<file path="src/rtl/fft_out_serializer.sv">
// fft_out_serializer: accepts parallel 8-point complex FFT frames (Q4.12) into a
// 2-slot frame buffer and streams each frame as eight serial complex beats.
// Inverse-mode frames are scaled by 1/8 with round-half-up. Frames offered while
// both slots are full are dropped and counted in a saturating counter.
// Optional build macro FFT_BITREV_EN: beat j reads lane bitrev3(j), so a
// bit-reversed FFT output is emitted in natural bin order.
module fft_out_serializer #(
  parameter int DW     = 16,
  parameter int NPT    = 8,
  parameter int DROP_W = 8
) (
  input  logic                clk,
  input  logic                reset,
  input  logic                in_valid,
  output logic                in_ready,
  input  logic                in_mode,
  input  logic [NPT*DW-1:0]   in_r,
  input  logic [NPT*DW-1:0]   in_i,
  output logic                out_valid,
  input  logic                out_ready,
  output logic [DW-1:0]       out_r,
  output logic [DW-1:0]       out_i,
  output logic [2:0]          out_idx,
  output logic                out_last,
  output logic [DROP_W-1:0]   drop_cnt
);

  typedef enum logic {
    S_IDLE   = 1'b0,
    S_STREAM = 1'b1
  } state_t;

  state_t              r_state;
  state_t              w_state_nxt;

  logic [NPT*DW-1:0]   r_slot_r [2];
  logic [NPT*DW-1:0]   r_slot_i [2];
  logic [1:0]          r_slot_mode;
  logic                r_wr_ptr;
  logic                r_rd_ptr;
  logic [1:0]          r_count;
  logic [2:0]          r_beat;
  logic [DROP_W-1:0]   r_drop;

  logic                w_acc;
  logic                w_drop;
  logic                w_xfer;
  logic                w_done;
  logic [2:0]          w_lane;
  logic [DW-1:0]       w_raw_r;
  logic [DW-1:0]       w_raw_i;
  logic                w_mode;

  // 1/8 scaling for inverse frames: (v + 4) >>> 3 on a sign-extended copy.
  function automatic logic [DW-1:0] f_scale(input logic [DW-1:0] v, input logic m);
    logic signed [DW:0] t;
    t = {v[DW-1], v};
    t = t + (DW+1)'(4);
    t = t >>> 3;
    return m ? t[DW-1:0] : v;
  endfunction

  assign in_ready  = (r_count < 2'd2);
  assign out_valid = (r_state == S_STREAM);
  assign w_acc     = in_valid && in_ready;
  assign w_drop    = in_valid && !in_ready;
  assign w_xfer    = out_valid && out_ready;
  assign w_done    = w_xfer && (r_beat == 3'd7);

`ifdef FFT_BITREV_EN
  assign w_lane = {r_beat[0], r_beat[1], r_beat[2]};
`else
  assign w_lane = r_beat;
`endif

  // The slot under rd_ptr is never written while occupied, so outputs hold
  // steady during a stall without a separate output register stage.
  assign w_raw_r  = r_slot_r[r_rd_ptr][w_lane*DW +: DW];
  assign w_raw_i  = r_slot_i[r_rd_ptr][w_lane*DW +: DW];
  assign w_mode   = r_slot_mode[r_rd_ptr];

  assign out_r    = out_valid ? f_scale(w_raw_r, w_mode) : '0;
  assign out_i    = out_valid ? f_scale(w_raw_i, w_mode) : '0;
  assign out_idx  = r_beat;
  assign out_last = out_valid && (r_beat == 3'd7);
  assign drop_cnt = r_drop;

  // Frame storage: written on accept only; contents are meaningless while free.
  always_ff @(posedge clk) begin
    if (w_acc) begin
      r_slot_r[r_wr_ptr]    <= in_r;
      r_slot_i[r_wr_ptr]    <= in_i;
      r_slot_mode[r_wr_ptr] <= in_mode;
    end
  end

  // Pointers, occupancy, beat counter and drop counter.
  always_ff @(posedge clk or negedge reset) begin
    if (!reset) begin
      r_wr_ptr <= 1'b0;
      r_rd_ptr <= 1'b0;
      r_count  <= '0;
      r_beat   <= '0;
      r_drop   <= '0;
    end else begin
      if (w_acc)
        r_wr_ptr <= ~r_wr_ptr;
      if (w_done)
        r_rd_ptr <= ~r_rd_ptr;
      if (w_acc && !w_done)
        r_count <= r_count + 2'd1;
      else if (!w_acc && w_done)
        r_count <= r_count - 2'd1;
      if (w_xfer)
        r_beat <= r_beat + 3'd1;
      if (w_drop && (r_drop != '1))
        r_drop <= r_drop + 1'b1;
    end
  end

  // Output FSM state register.
  always_ff @(posedge clk or negedge reset) begin
    if (!reset)
      r_state <= S_IDLE;
    else
      r_state <= w_state_nxt;
  end

  // Next state: start on accept; leave only when the last beat of the last
  // buffered frame goes out and nothing is arriving on the same edge.
  always_comb begin
    w_state_nxt = r_state;
    case (r_state)
      S_IDLE:   if (w_acc) w_state_nxt = S_STREAM;
      S_STREAM: if (w_done && (r_count == 2'd1) && !w_acc) w_state_nxt = S_IDLE;
    endcase
  end

endmodule

</file>
<file path="config.mk">
export PLATFORM = sky130hd
export DESIGN_NAME = fft_out_serializer
export DESIGN_NICKNAME = d
export VERILOG_FILES = /design/src/rtl/fft_out_serializer.sv
export SDC_FILE = /design/constraint.sdc
export NUM_CORES = 1
export LEC_CHECK = 0
export CAP_MARGIN = 0
export CORE_ASPECT_RATIO = 2
export CORE_UTILIZATION = 35
export CTS_BUF_LIST = sky130_fd_sc_hd__clkbuf_4
export DETAILED_ROUTE_END_ITERATION = 7
export PLACE_DENSITY = 0.56
export RECOVER_POWER = 50
export SETUP_SLACK_MARGIN = 0.4
export SKIP_LAST_GASP = 1
export SLEW_MARGIN = 30
export SYNTH_ARGS = -nofsm -noshare
export SYNTH_HDL_FRONTEND = slang
export SYNTH_SLANG_ARGS = --single-unit
</file>
<file path="constraint.sdc">
create_clock -name clk -period 10.9 [get_ports clk]
set_input_delay 3.27 -clock clk [delete_from_list [all_inputs] [get_ports clk]]
set_output_delay 3.27 -clock clk [all_outputs]
set_load 0.1 [all_outputs]
</file>
# ---- Yosys cells after proc, flatten, opt, wreduce, memory -nomap -nowiden
# Memories as Yosys holds them, arrays and structs flattened.
# Index checks and enable logic that the tools add are counted.
dict set report totals {
  reg_bits 18
  memories 2
  out_inout_bits 46
  ramBits 512
  in_bits 261
}
# memory words width rd rd_clocked_by_memory_dff write_ports line
set memory_table {}
lappend memory_table {r_slot_i 2 128 1 0 1 37} ;# logic [NPT*DW-1:0] r_slot_i [2];
lappend memory_table {r_slot_r 2 128 1 0 1 36} ;# logic [NPT*DW-1:0] r_slot_r [2];
dict set report classes {
  bitwise 3
  n_addsub 6
  n_eq_ne 3
  shift 2
  reduce_logical 15
  n_mux 15
  magnitude_cmp 4
}
# cell count
set ops {}
lappend ops {{128-bit by 8-bit variable part select with 16-bit output} 2}
lappend ops {{16-bit two-way mux} 4}
lappend ops {{16-bit by 4-bit adder with 17-bit output, second input constant} 2}
lappend ops {{1-bit logical AND} 11}
lappend ops {{8-bit by 1-bit adder with 8-bit output, second input constant} 1}
lappend ops {{8-bit inequality test, second input constant} 1}
lappend ops {{1-bit two-way mux} 6}
lappend ops {{1-bit by 2-bit less-than comparator with 1-bit output, second input constant} 2}
lappend ops {{2-bit two-way mux} 2}
lappend ops {{3-bit by 1-bit adder with 3-bit output, second input constant} 1}
lappend ops {{3-bit == test, second input constant} 1}
lappend ops {{1-bit zero test} 3}
lappend ops {{1-bit NOT} 3}
lappend ops {{2-bit by 1-bit adder with 2-bit output, second input constant} 1}
lappend ops {{2-bit bitwise mux} 1}
lappend ops {{2-bit by 1-bit == test with 1-bit output, second input constant} 1}
lappend ops {{2-bit less-than comparator, second input constant} 1}
lappend ops {{1-bit case mux with 2 select lines} 1}
lappend ops {{2-bit nonzero test} 1}
lappend ops {{2-bit by 1-bit subtractor with 2-bit output, second input constant} 1}
lappend ops {{1-bit demux with 1-bit select} 1}
lappend ops {{1-bit greater-or-equal comparator, second input constant} 1}

# ---- Longest topological paths before layout
# Gate-level depths: netlist (run 1).
dict set report logic_depth {
  depth_word 6
  depth_mapped 15
  mapped_depth_nobuf 11
}

# ---- Worst setup path before layout (run 1)
# OpenSTA, ideal clock, no wires.
dict set report synth_path {
  path_type {in2reg}
  from {input in_valid}
  to {memory r_slot_i[0][0] (netlist name), enable pin}
  setup_slack_ps -4005
  stages 2
  required_time_ps 10019
  setup_time_ps 881
  arrival_ps 14024
  path_cell_list {nand2_1 > nor2_1}
}
dict set report synth_between {
  elab_chain_cells 3
}
# item line
set synth_lines {}
lappend synth_lines {{start: declaration} 14} ;# input logic in_valid,
lappend synth_lines {{1-bit logical AND} 65} ;# assign w_acc = in_valid && in_ready;
lappend synth_lines {{1-bit two-way mux} 90} ;# if (w_acc) begin
lappend synth_lines {{1-bit two-way mux (implied by the code)} 92} ;# r_slot_i[r_wr_ptr] <= in_i;
lappend synth_lines {{end: declaration} 37}
# Every way passes these cells.

# ---- Final worst setup path (run 1)
dict set report layout_path {
  from {register r_rd_ptr}
  to {output out_r[9]}
}
dict set report layout_between {
  elab_chain_cells 5
  word_cells_on_any_way 7
  cone_classes {add/sub (1); shift (1); mux (4); memory (1)}
}
# item line
set layout_lines {}
lappend layout_lines {{start: declaration} 40} ;# logic r_rd_ptr;
lappend layout_lines {{start signal: assignment} 109} ;# r_rd_ptr <= ~r_rd_ptr;
lappend layout_lines {{memory 2 x 128 bit} n/a}
lappend layout_lines {{128-bit by 8-bit variable part select with 16-bit output} 78} ;# assign w_raw_r = r_slot_r[r_rd_ptr][w_lane*DW +: DW];
lappend layout_lines {{16-bit by 4-bit adder with 17-bit output} 58} ;# t = t + (DW+1)'(4);
lappend layout_lines {{16-bit two-way mux *} 60} ;# return m ? t[DW-1:0] : v;
lappend layout_lines {{16-bit two-way mux *} 82} ;# assign out_r = out_valid ? f_scale(w_raw_r, w_mode) : '0;
lappend layout_lines {{end: declaration} 21} ;# output logic [DW-1:0] out_r,
# Mark *: on every way between the ends. The rest lies on a longest branch, timed or not. The select of a mux whose other input is x is not followed.

==> results of run 1 <==
[cells by family (layout without fill, tap and decap cells)]
kind of cell / Yosys count / in the layout / share of synthesized area (%)
flip-flops: 530 / 530 / 74.09
XOR/XNOR: 21 / 21 / 0.8606
other: 0 / 13 / 0
multiplexers: 172 / 172 / 15.52
AND/OR/NAND/NOR: 131 / 131 / 2.980
adder cells (fa/ha/maj): 7 / 7 / 0.4098
AO/OA/AOI/OAI: 118 / 118 / 4.069
buffers and inverters: 57 / 543 / 2.072
[synthesized netlist by cell type (2+ instances only)]
cell type,n
a21oi_2,2
nand2_1,50
nor3_1,4
buf_8,5
mux2i_1,49
o21ai_0,21
nand3_1,12
xnor2_1,15
or3_1,6
dfrtp_1,16
a21oi_1,14
a31oi_1,6
buf_2,17
o21ai_1,4
o21a_1,2
clkbuf_1,10
or4_1,4
ha_1,7
a32oi_1,2
o22ai_1,8
a22oi_1,18
nand3b_1,2
o211ai_1,3
mux4_2,84
or2_2,3
a211oi_1,5
edfxtp_1,514
nand4_1,8
a221oi_1,16
and2_1,3
nor2_1,22
mux4_1,33
a221oi_2,6
buf_4,4
buf_12,7
mux2_2,6
and3_1,6
xor2_1,6
o31ai_1,2
nand2b_1,3
buf_6,3
inv_1,10
nor2b_1,5
[per-layer routing]
metal	routed length, um	vias to the layer above
met5	65	-
met4	1607	10
met3	3862	102
met2	29790	466
met1	21050	5985
li1	-	5266
[metrics by stage]
| stage | utilization [%] | hold slack (ns) |
|---|---|---|
| after floorplan | - | 0.4527 |
| after global placement | 41.83 | 0.4670 |
| after detailed placement | 41.76 | 0.4772 |
| after CTS | 44.15 | 0.4900 |
| after global routing | 44.17 | 0.5293 |
| final | 44.19 | 0.4849 |
[power by group through the flow]
stage / Combinational [mW] / Sequential, mW / Clock [mW]
final: 4.09 / 2.92 / 1.47
after global routing: 4.30 / 2.97 / 1.62
after CTS: 4.17 / 2.93 / 1.54
after detailed placement: 4.16 / 2.98 / 0
after global placement: 4.18 / 2.95 / 0
after floorplan: 3.00 / 3.03 / 0
[worst reg2reg max path, delay by kind of cell (launching register included)]
| kind | cells | cell delay, ns |
|---|---|---|
| flip-flops | 1 | 0.40 |
| buffers and inverters | 3 | 1.37 |
| AND/OR/NAND/NOR | 2 | 1.12 |
[flip-flops by register name, indices dropped and copies added (netlist names)]
register	count
r_slot_r	256
r_slot_i	256
r_wr_ptr	1
drop_cnt	8
out_idx	3
out_valid	1
r_count	2
r_rd_ptr	1
r_slot_mode	2
[placed cells by master, fill, tap and decap left out, types with 7 or more instances in the layout]
master / instances
a21oi_1: 14
a221oi_1: 16
a22oi_1: 18
buf_2: 11
buf_4: 14
clkbuf_4: 170
clkdlybuf4s50_1: 35
clkinv_1: 27
clkinv_2: 11
dfrtp_1: 13
diode_2: 13
dlygate4sd3_1: 260
edfxtp_1: 514
ha_1: 7
inv_1: 9
mux2i_1: 48
mux4_1: 33
mux4_2: 84
nand2_1: 50
nand3_1: 12
nand4_1: 8
nor2_1: 21
o21ai_0: 21
o22ai_1: 8
xnor2_1: 15
[final cells by class]
cell class	instances	area [um2]	area share, %
Tap cell	774	968.4	3.639
Clock inverter	40	167.7	0.6299
Antenna cell	13	32.53	0.1222
Inverter	10	37.54	0.1410
Clock buffer	170	1276	4.795
Multi-Input combinational cell	449	5116	19.22
Sequential cell	530	15840	59.53
Timing Repair Buffer	323	3173	11.92
[final timing paths]
| check | cells past startpoint | end | slack [ns] | startpoint |
|---|---|---|---|---|
| worst min register to register | 1 | r_count[0] | 0.48 | r_count[0] |
| worst max-delay path | 12 | out_r[9] | 1.81 | r_rd_ptr |
| max in group asynchronous | 1 | r_rd_ptr | 7.37 | reset |
| worst min-delay path | 1 | r_count[0] | 0.48 | r_count[0] |
| worst max register to register | 5 | r_slot_i[0][43] | 7.29 | r_count[1] |
| min in group asynchronous | 1 | drop_cnt[4] | 2.95 | reset |
==> run metrics, run 1 <==
outcome=finished, final reports clean; grt peak-use layer=met2; pin count of the biggest net entering global routing=133; GRT met2 Usage=32.60%; P_sw=between 3 and 4 mW; area fraction of the dominant cell type after synthesis=72.22%; I/O Pins=a little over 300; Worst-Skew Late Latency=between 0.8 and 0.9 ns; antenna-violating nets left=0; Cells after DPL=2086; Synth Register Bits=530; Hold Fails Final Rpt=0; Routed WL per cell=24.42 um; Top delay family on crit path=buffers and inverters; core area=60220 um2; min-delay worst type=flop to flop; Power Density=318.5 nW/um2; CP Data Required Time=7.63 ns; worst-path fanout max=45; Max clock buf depth=3; post-CTS setup buffer count=0; Slowest cell on crit path=clkdlybuf4s50_1; # clock sinks=530; chip height=between 300 and 400 um; maximum clock frequency=around 110 MHz; asr flop ratio synth=around 3.0%; total design power=8.477 mW; dpl hpwl=39.40 mm; Net Sw Frac=45.25%; grt ovf=0; TritonCTS clock tree=done; layout cell share with drive strength beyond 1=21.42%; vias in the first global route=12915; Internal=roughly 4.6 mW; CP cell instances=buf_4, mux4_2, o21ai_0, nor2_1, a2bb2oi_2, ha_1, inv_1, a211oi_2, nand3_2, or4_1, o211ai_1, clkdlybuf4s50_1; final setup vio count=0; clk root buf=clkbuf_4; Setup TNS=0 ns; met3 Usage GRT=4.690%; worst setup path class=flop to primary output; Syn Area/Cell=20.63 um2; Initial DRC Count=766; Worst VDD drop=slightly below 0.8 mV; routed vias=about 12000; H-Tree Depth=3; PostCTS Resize Cnt=0; Area Growth Syn to Fin=24.53%; CTS Buf Count=120; slew at the pin closest to its max-slew limit=1.358 ns; maxcap violations=0; I/O Buffers=a little over 300; routed wire length=56.38 mm; unrepaired setup endpoints after global routing=false; minimum setup slack in the final design=between 1.5 and 2 ns; Layout Cells excl Fill=roughly 2300; clock-pin slew on the worst setup and hold paths=0.06 ns; critical path arrival=5.82 ns; sequential share of power=34.5%; Placer Congestion=0.7959; first-pass GRT wire length=81.16 mm; leading area contributor after synthesis=edfxtp_1; Clock Skew=roughly 0.028 ns; Mapped Area=21370 um2; delay of the slowest critical-path stage=~1.2 ns; Comb power frac=48.2%; die width=176.7 um; count of cell types in the netlist=56; relative slew slack=a little under a tenth; post-layout instance area=26620 um2; min Tclk post-route=9.090 ns; syn_nets=1304; LEAKAGE=9.015 nW; Total Routing Usage GR=between 10% and 20%; DRT Pass-1 Iters=5; row count=between 100 and 150; Post-synth EDFFs=514; area post-placement=about 25000 um2; initial antenna violation count=17; hold buffer count at CTS=0; Starting Density=35.49%; Post-synth top flop=edfxtp_1; Max Slew Vio Count=0; die area=between 60000 and 70000 um2; top post-synthesis cells by area=edfxtp_1 (72%), mux4_2 (8.9%), mux4_1 (4.1%); fillers=5340; final worst path period share=83.39%; Mapped Cells=slightly above 1000; met1 Track Usage GR=20.54%; yosys warns=0; Clk network pwr share=17.3%; Worst Setup End Kind=primary output; DP Worst Slack=2.650 ns; DRC viols=0; post-synthesis sequential area ratio=74.09%; # nets final=1702; startpoint types=flop; Buf+Inv Stages, Crit Path=3; vias per inst=5.123
Power figures use the tool's default switching activity.
==> run 2, diff against run 1 <==
==> constraint.sdc (replaced) <==
create_clock -name clk -period 8.06 [get_ports clk]
set_input_delay 2.418 -clock clk [delete_from_list [all_inputs] [get_ports clk]]
set_output_delay 2.418 -clock clk [all_outputs]
set_load 0.1 [all_outputs]
==> run 2 against run 1 <==
  * The flow now finishes with violations (max-capacitance violations, max-slew violations)
  * Register-to-register slack worse by 2.9 ns
  * Combinational power up 37%
  * Critical path depth down 1
  * Final cell count down 0.26%
  * Setup slack worse by 1.0 ns
==> run metrics, run 2 (same netlist as run 1, synthesis figures left out) <==
startpoint types=flop; Clock Skew=0.04594 ns; Comb power frac=48.2%; LEAKAGE=9.117 nW; Clk network pwr share=18.0%; Max clock buf depth=3; Routed WL per cell=~24 um; worst hold path depth=1; layout cell share with drive strength beyond 1=23.10%; core area=60220 um2; P_sw=5.199 mW; CP Data Required Time=5.64 ns; TritonCTS clock tree=done; grt ovf=0; die width=roughly 180 um; Reg-to-Reg End=r_slot_r[0][54]; Power Density=435.1 nW/um2; Critical R2R Launch=r_count[1]; Max Slew Vio Count=24; hold endpoint=r_count[0]; outcome=complete, but fails checks; Worst VDD drop=0.8827 mV; final setup vio count=0; I/O Pins=307; # clock sinks=530; Hold Fails Final Rpt=0; Area Growth Syn to Fin=25.13%; row count=~130; relative slew slack=-43.00%; Min Hold Slack=about 0.5 ns; min Tclk post-route=7.264 ns; maximum clock frequency=137.7 MHz; sequential share of power=33.9%; vias per inst=~5.1; min-delay worst type=flop to flop; vias in the first global route=around 13000; Setup TNS=0 ns; # nets final=1701; clock-pin slew on the worst setup and hold paths=around 0.070 ns; maxcap violations=1; DRT Pass-1 Iters=5; most frequent cells in the layout=edfxtp_1 (514), dlygate4sd3_1 (260), clkbuf_4 (180); first-pass GRT wire length=79.86 mm; worst setup path class=flop to primary output; routed vias=11793; area occupied by multi-input gates=5111 um2; die area=62120 um2; DRC viols=0; initial antenna violation count=8; pin count of the biggest net entering global routing=172; DP Worst Slack=1.592 ns; CTS Buf Count=120; antenna-violating nets left=0; commonest non-fill, non-tap cell in the layout=edfxtp_1; minimum setup slack in the final design=slightly below 0.8 ns; Starting Density=35.49%; dpl hpwl=around 38 mm; clk root buf=clkbuf_4; I/O Buffers=306; H-Tree Depth=3; Initial DRC Count=765; routed wire length=~56 mm; Total Routing Usage GR=17.94%; Core Util, Final=44.41%; slew at the pin closest to its max-slew limit=2.137 ns; Worst Setup End Kind=primary output; Net Sw Frac=about 45%; Placer Congestion=0.7786; chip height=351.5 um; flop2flop setup slack=4.40 ns; worst-path fanout max=29; fillers=5275; final worst path period share=90.13%; worst reg2reg path depth=5; Storage cell area=15840 um2; unrepaired setup endpoints after global routing=false; Worst-Skew Late Latency=0.84 ns; failing checks=max-capacitance violations, max-slew violations; total design power=11.64 mW; critical path arrival=4.85 ns; Internal=around 6.4 mW; HP Start=r_count[0]; hold buffer count at CTS=0
==> run 2: changes by cell type in the layout (fill, tap and decap cells not counted), sizes merged <==
cell | previous run | this run
buf | 28 | 48
bufinv | 0 | 2
clkinv | 38 | 30
diode | 13 | 5
clkdlybuf4s50 | 35 | 13
clkinvlp | 1 | 0
clkbuf | 170 | 181
==> run 2: cell type report <==
type	instances	area share (%)
Sequential cell	530	59.24
Clock buffer	180	5.053
Antenna cell	5	0.04679
Timing Repair Buffer	322	12.07
Tap cell	774	3.621
Inverter	10	0.1404
Multi-Input combinational cell	449	19.11
Clock inverter	33	0.7111
==> run 2: what timing repair did <==
item                                    in CTS  in global routing
buffers inserted                             0                  1
gates resized for setup                      0                  0
endpoints found under the setup margin       0                  1
==> run 2: critical path, cell delays in order (launching register included) <==
cell       delay [ns]
dfrtp_2          0.76
inv_1            0.65
o21ai_0          0.27
nor2_1           0.20
a2bb2oi_2        0.26
ha_1             0.21
inv_1            0.09
a211oi_2         0.37
nand3_2          0.19
or3_1            0.39
a31oi_1          0.37
buf_12           0.23
==> run 2: per-stage QoR <==
step / std cells / cell area (um2)
CTS: 2296 / 26700
floorplan: 1036 / 21380
detailed placement: 2083 / 25150
finish: 2303 / 26740
global placement: 2083 / 25150
global route: 2301 / 26740
==> run 2: how the worst max path moves through the flow <==
| stage | start | to | depth (start not counted) |
|---|---|---|---|
| floorplan | out_idx[2] | out_r[11] | 13 |
| global placement | out_idx[1] | out_r[11] | 12 |
| detailed placement | r_rd_ptr | out_r[11] | 11 |
| CTS | r_rd_ptr | out_r[11] | 11 |
| global route | out_idx[1] | out_r[11] | 11 |
| finish | out_idx[1] | out_r[11] | 11 |
==> run 2: power groups by stage <==
stage / Clock, mW / Combinational (mW) / Sequential (mW)
2_1_floorplan: 0 / 4.05 / 4.05
3_3_place_gp: 0 / 5.61 / 4.01
3_5_place_dp: 0 / 5.64 / 4.04
4_1_cts: 2.19 / 5.66 / 3.98
5_1_grt: 2.31 / 5.89 / 3.99
6_report: 2.09 / 5.60 / 3.94
==> run 2: per-layer routing <==
| metal | vias up | part of all wire [%] | GRT usage (%) |
|---|---|---|---|
| li1 | 5262 | - | - |
| met5 | - | 0.13 | 0 |
| met1 | 5983 | 38 | 20.35 |
| met3 | 87 | 6.5 | 4.819 |
| met4 | 10 | 1.9 | 5.911 |
| met2 | 451 | 54 | 32.26 |
==> run 3, diff against run 2 <==
--- a/config.mk
+++ b/config.mk
@@ -5,12 +5,13 @@
 export SDC_FILE = /design/constraint.sdc
 export NUM_CORES = 1
 export LEC_CHECK = 0
-export CAP_MARGIN = 0
+export CAP_MARGIN = 20
 export CORE_ASPECT_RATIO = 2
 export CORE_UTILIZATION = 35
 export CTS_BUF_LIST = sky130_fd_sc_hd__clkbuf_4
 export DETAILED_ROUTE_END_ITERATION = 7
-export PLACE_DENSITY = 0.56
+export DONT_BUFFER_PORTS = 1
+export PLACE_DENSITY = 0.5
 export RECOVER_POWER = 50
 export SETUP_SLACK_MARGIN = 0.4
 export SKIP_LAST_GASP = 1
==> run 3 against run 2 <==
  * The flow now finishes without violations
  * Wire length shrank 4.1%
  * Design area down 9.7%
  * Final cell count fell by 12%
  * First-iteration DRC count shrank 22%
  * Sequential share of layout area rose by 6.4 points
  * Maximum frequency fell by 1.3%
  * Core utilization is 4.3 points lower
  * Register-to-register slack better by 0.19 ns
==> run metrics, run 3 (same netlist as run 1, synthesis figures left out) <==
slew at the pin closest to its max-slew limit=1.330 ns; Routed WL per cell=26.41 um; H-Tree Depth=3; outcome=finished, final reports clean; PostCTS Resize Cnt=1; grt ovf=0; clock-pin slew on the worst setup and hold paths=0.07 ns; startpoint types=flop; initial antenna violation count=5; dpl hpwl=36.87 mm; # nets final=1423; final worst path period share=91.30%; relative slew slack=between 10 and 15%; most frequent cells in the layout=edfxtp_1 (514), clkbuf_4 (163), mux4_2 (84); Placer Congestion=0.7424; die area=62120 um2; Worst-Skew Late Latency=0.83 ns; routed vias=between 10000 and 15000; CP Data Required Time=5.64 ns; vias per inst=5.190; Worst Setup End Kind=primary output; maximum clock frequency=between 100 and 150 MHz; critical path arrival=4.94 ns; chip height=351.5 um; Setup TNS=0 ns; DRC viols=0; worst-path fanout max=18; min-delay worst type=flop to flop; worst setup path class=flop to primary output; TritonCTS clock tree=done; I/O Buffers=0; Max clock buf depth=3; vias in the first global route=11584; Hold Fails Final Rpt=0; post-CTS setup buffer count=0; commonest non-fill, non-tap cell in the layout=edfxtp_1; post-layout instance area=roughly 24000 um2; core area=60220 um2; DRT Pass-1 Iters=5; Total Routing Usage GR=17.28%; final setup vio count=0; maxcap violations=0; row count=~130; pin count of the biggest net entering global routing=149; CTS Buf Count=116; Starting Density=35.49%; hold buffer count at CTS=0; unrepaired setup endpoints after global routing=false; fillers=5375; die width=176.7 um; Clock Skew=around 0.034 ns; Min Hold Slack=0.4847 ns; # clock sinks=530; Area Growth Syn to Fin=12.94%; min Tclk post-route=7.358 ns; Cells after DPL=1809; first-pass GRT wire length=75.77 mm; routed wire length=53.67 mm; Max Slew Vio Count=0; layout cell share with drive strength beyond 1=29.82%; antenna-violating nets left=0; Initial DRC Count=599; area post-placement=22630 um2; Layout Cells excl Fill=2032; clk root buf=clkbuf_4; I/O Pins=between 300 and 400
[run 3: critical path, stage by stage (launching register included)]
cell      delay (ns)
dfrtp_2         0.81
buf_4           0.43
nor2b_2         0.50
a22oi_1         0.18
nand2_1         0.24
ha_1            0.19
inv_1           0.07
a221oi_2        0.39
nand4_2         0.25
o31ai_1         0.71
a21oi_2         0.06
buf_4           0.27
[run 3: stage by stage]
step	util, %	worst slack [ns]
after floorplan	-	0.4543
after global routing	40.08	0.3979
final	40.08	0.7015
after global placement	37.43	1.314
after CTS	40.03	0.4905
after detailed placement	37.57	1.238
[run 3: final timing paths]
path,slack (ns),depth (start not counted),from,endpoint
setup reg to reg,4.59,4,r_count[1],r_slot_r[0][100]
setup / recovery,0.70,11,out_idx[2],out_i[14]
min in group asynchronous,1.26,0,reset,out_valid
hold / removal,0.48,1,r_count[0],r_count[0]
hold reg to reg,0.48,1,r_count[0],r_count[0]
max in group asynchronous,6.69,0,reset,out_idx[1]
[run 3: routing by layer]
| layer | global-route usage [%] | routed length, um | up-vias |
|---|---|---|---|
| li1 | - | - | 4690 |
| met1 | 16.70 | 17590 | 5358 |
| met2 | 30.84 | 28480 | 420 |
| met3 | 8.635 | 6321 | 79 |
| met4 | 6.809 | 1285 | 0 |
| met5 | 0 | 0 | - |
[run 3: layout make-up]
type / count / area [um2] / area share (%)
Multi-Input combinational cell: 449 / 5268 / 21.82
Clock buffer: 163 / 1224 / 5.069
Clock inverter: 54 / 259.0 / 1.073
Inverter: 10 / 37.54 / 0.1555
Tap cell: 774 / 968.4 / 4.012
Antenna cell: 4 / 10.01 / 0.04147
Sequential cell: 530 / 15850 / 65.66
Timing Repair Buffer: 48 / 524.3 / 2.172
Power of run 3 is not shown: default switching activity piles up to over one toggle a cycle in this logic, so the estimate is an artifact.
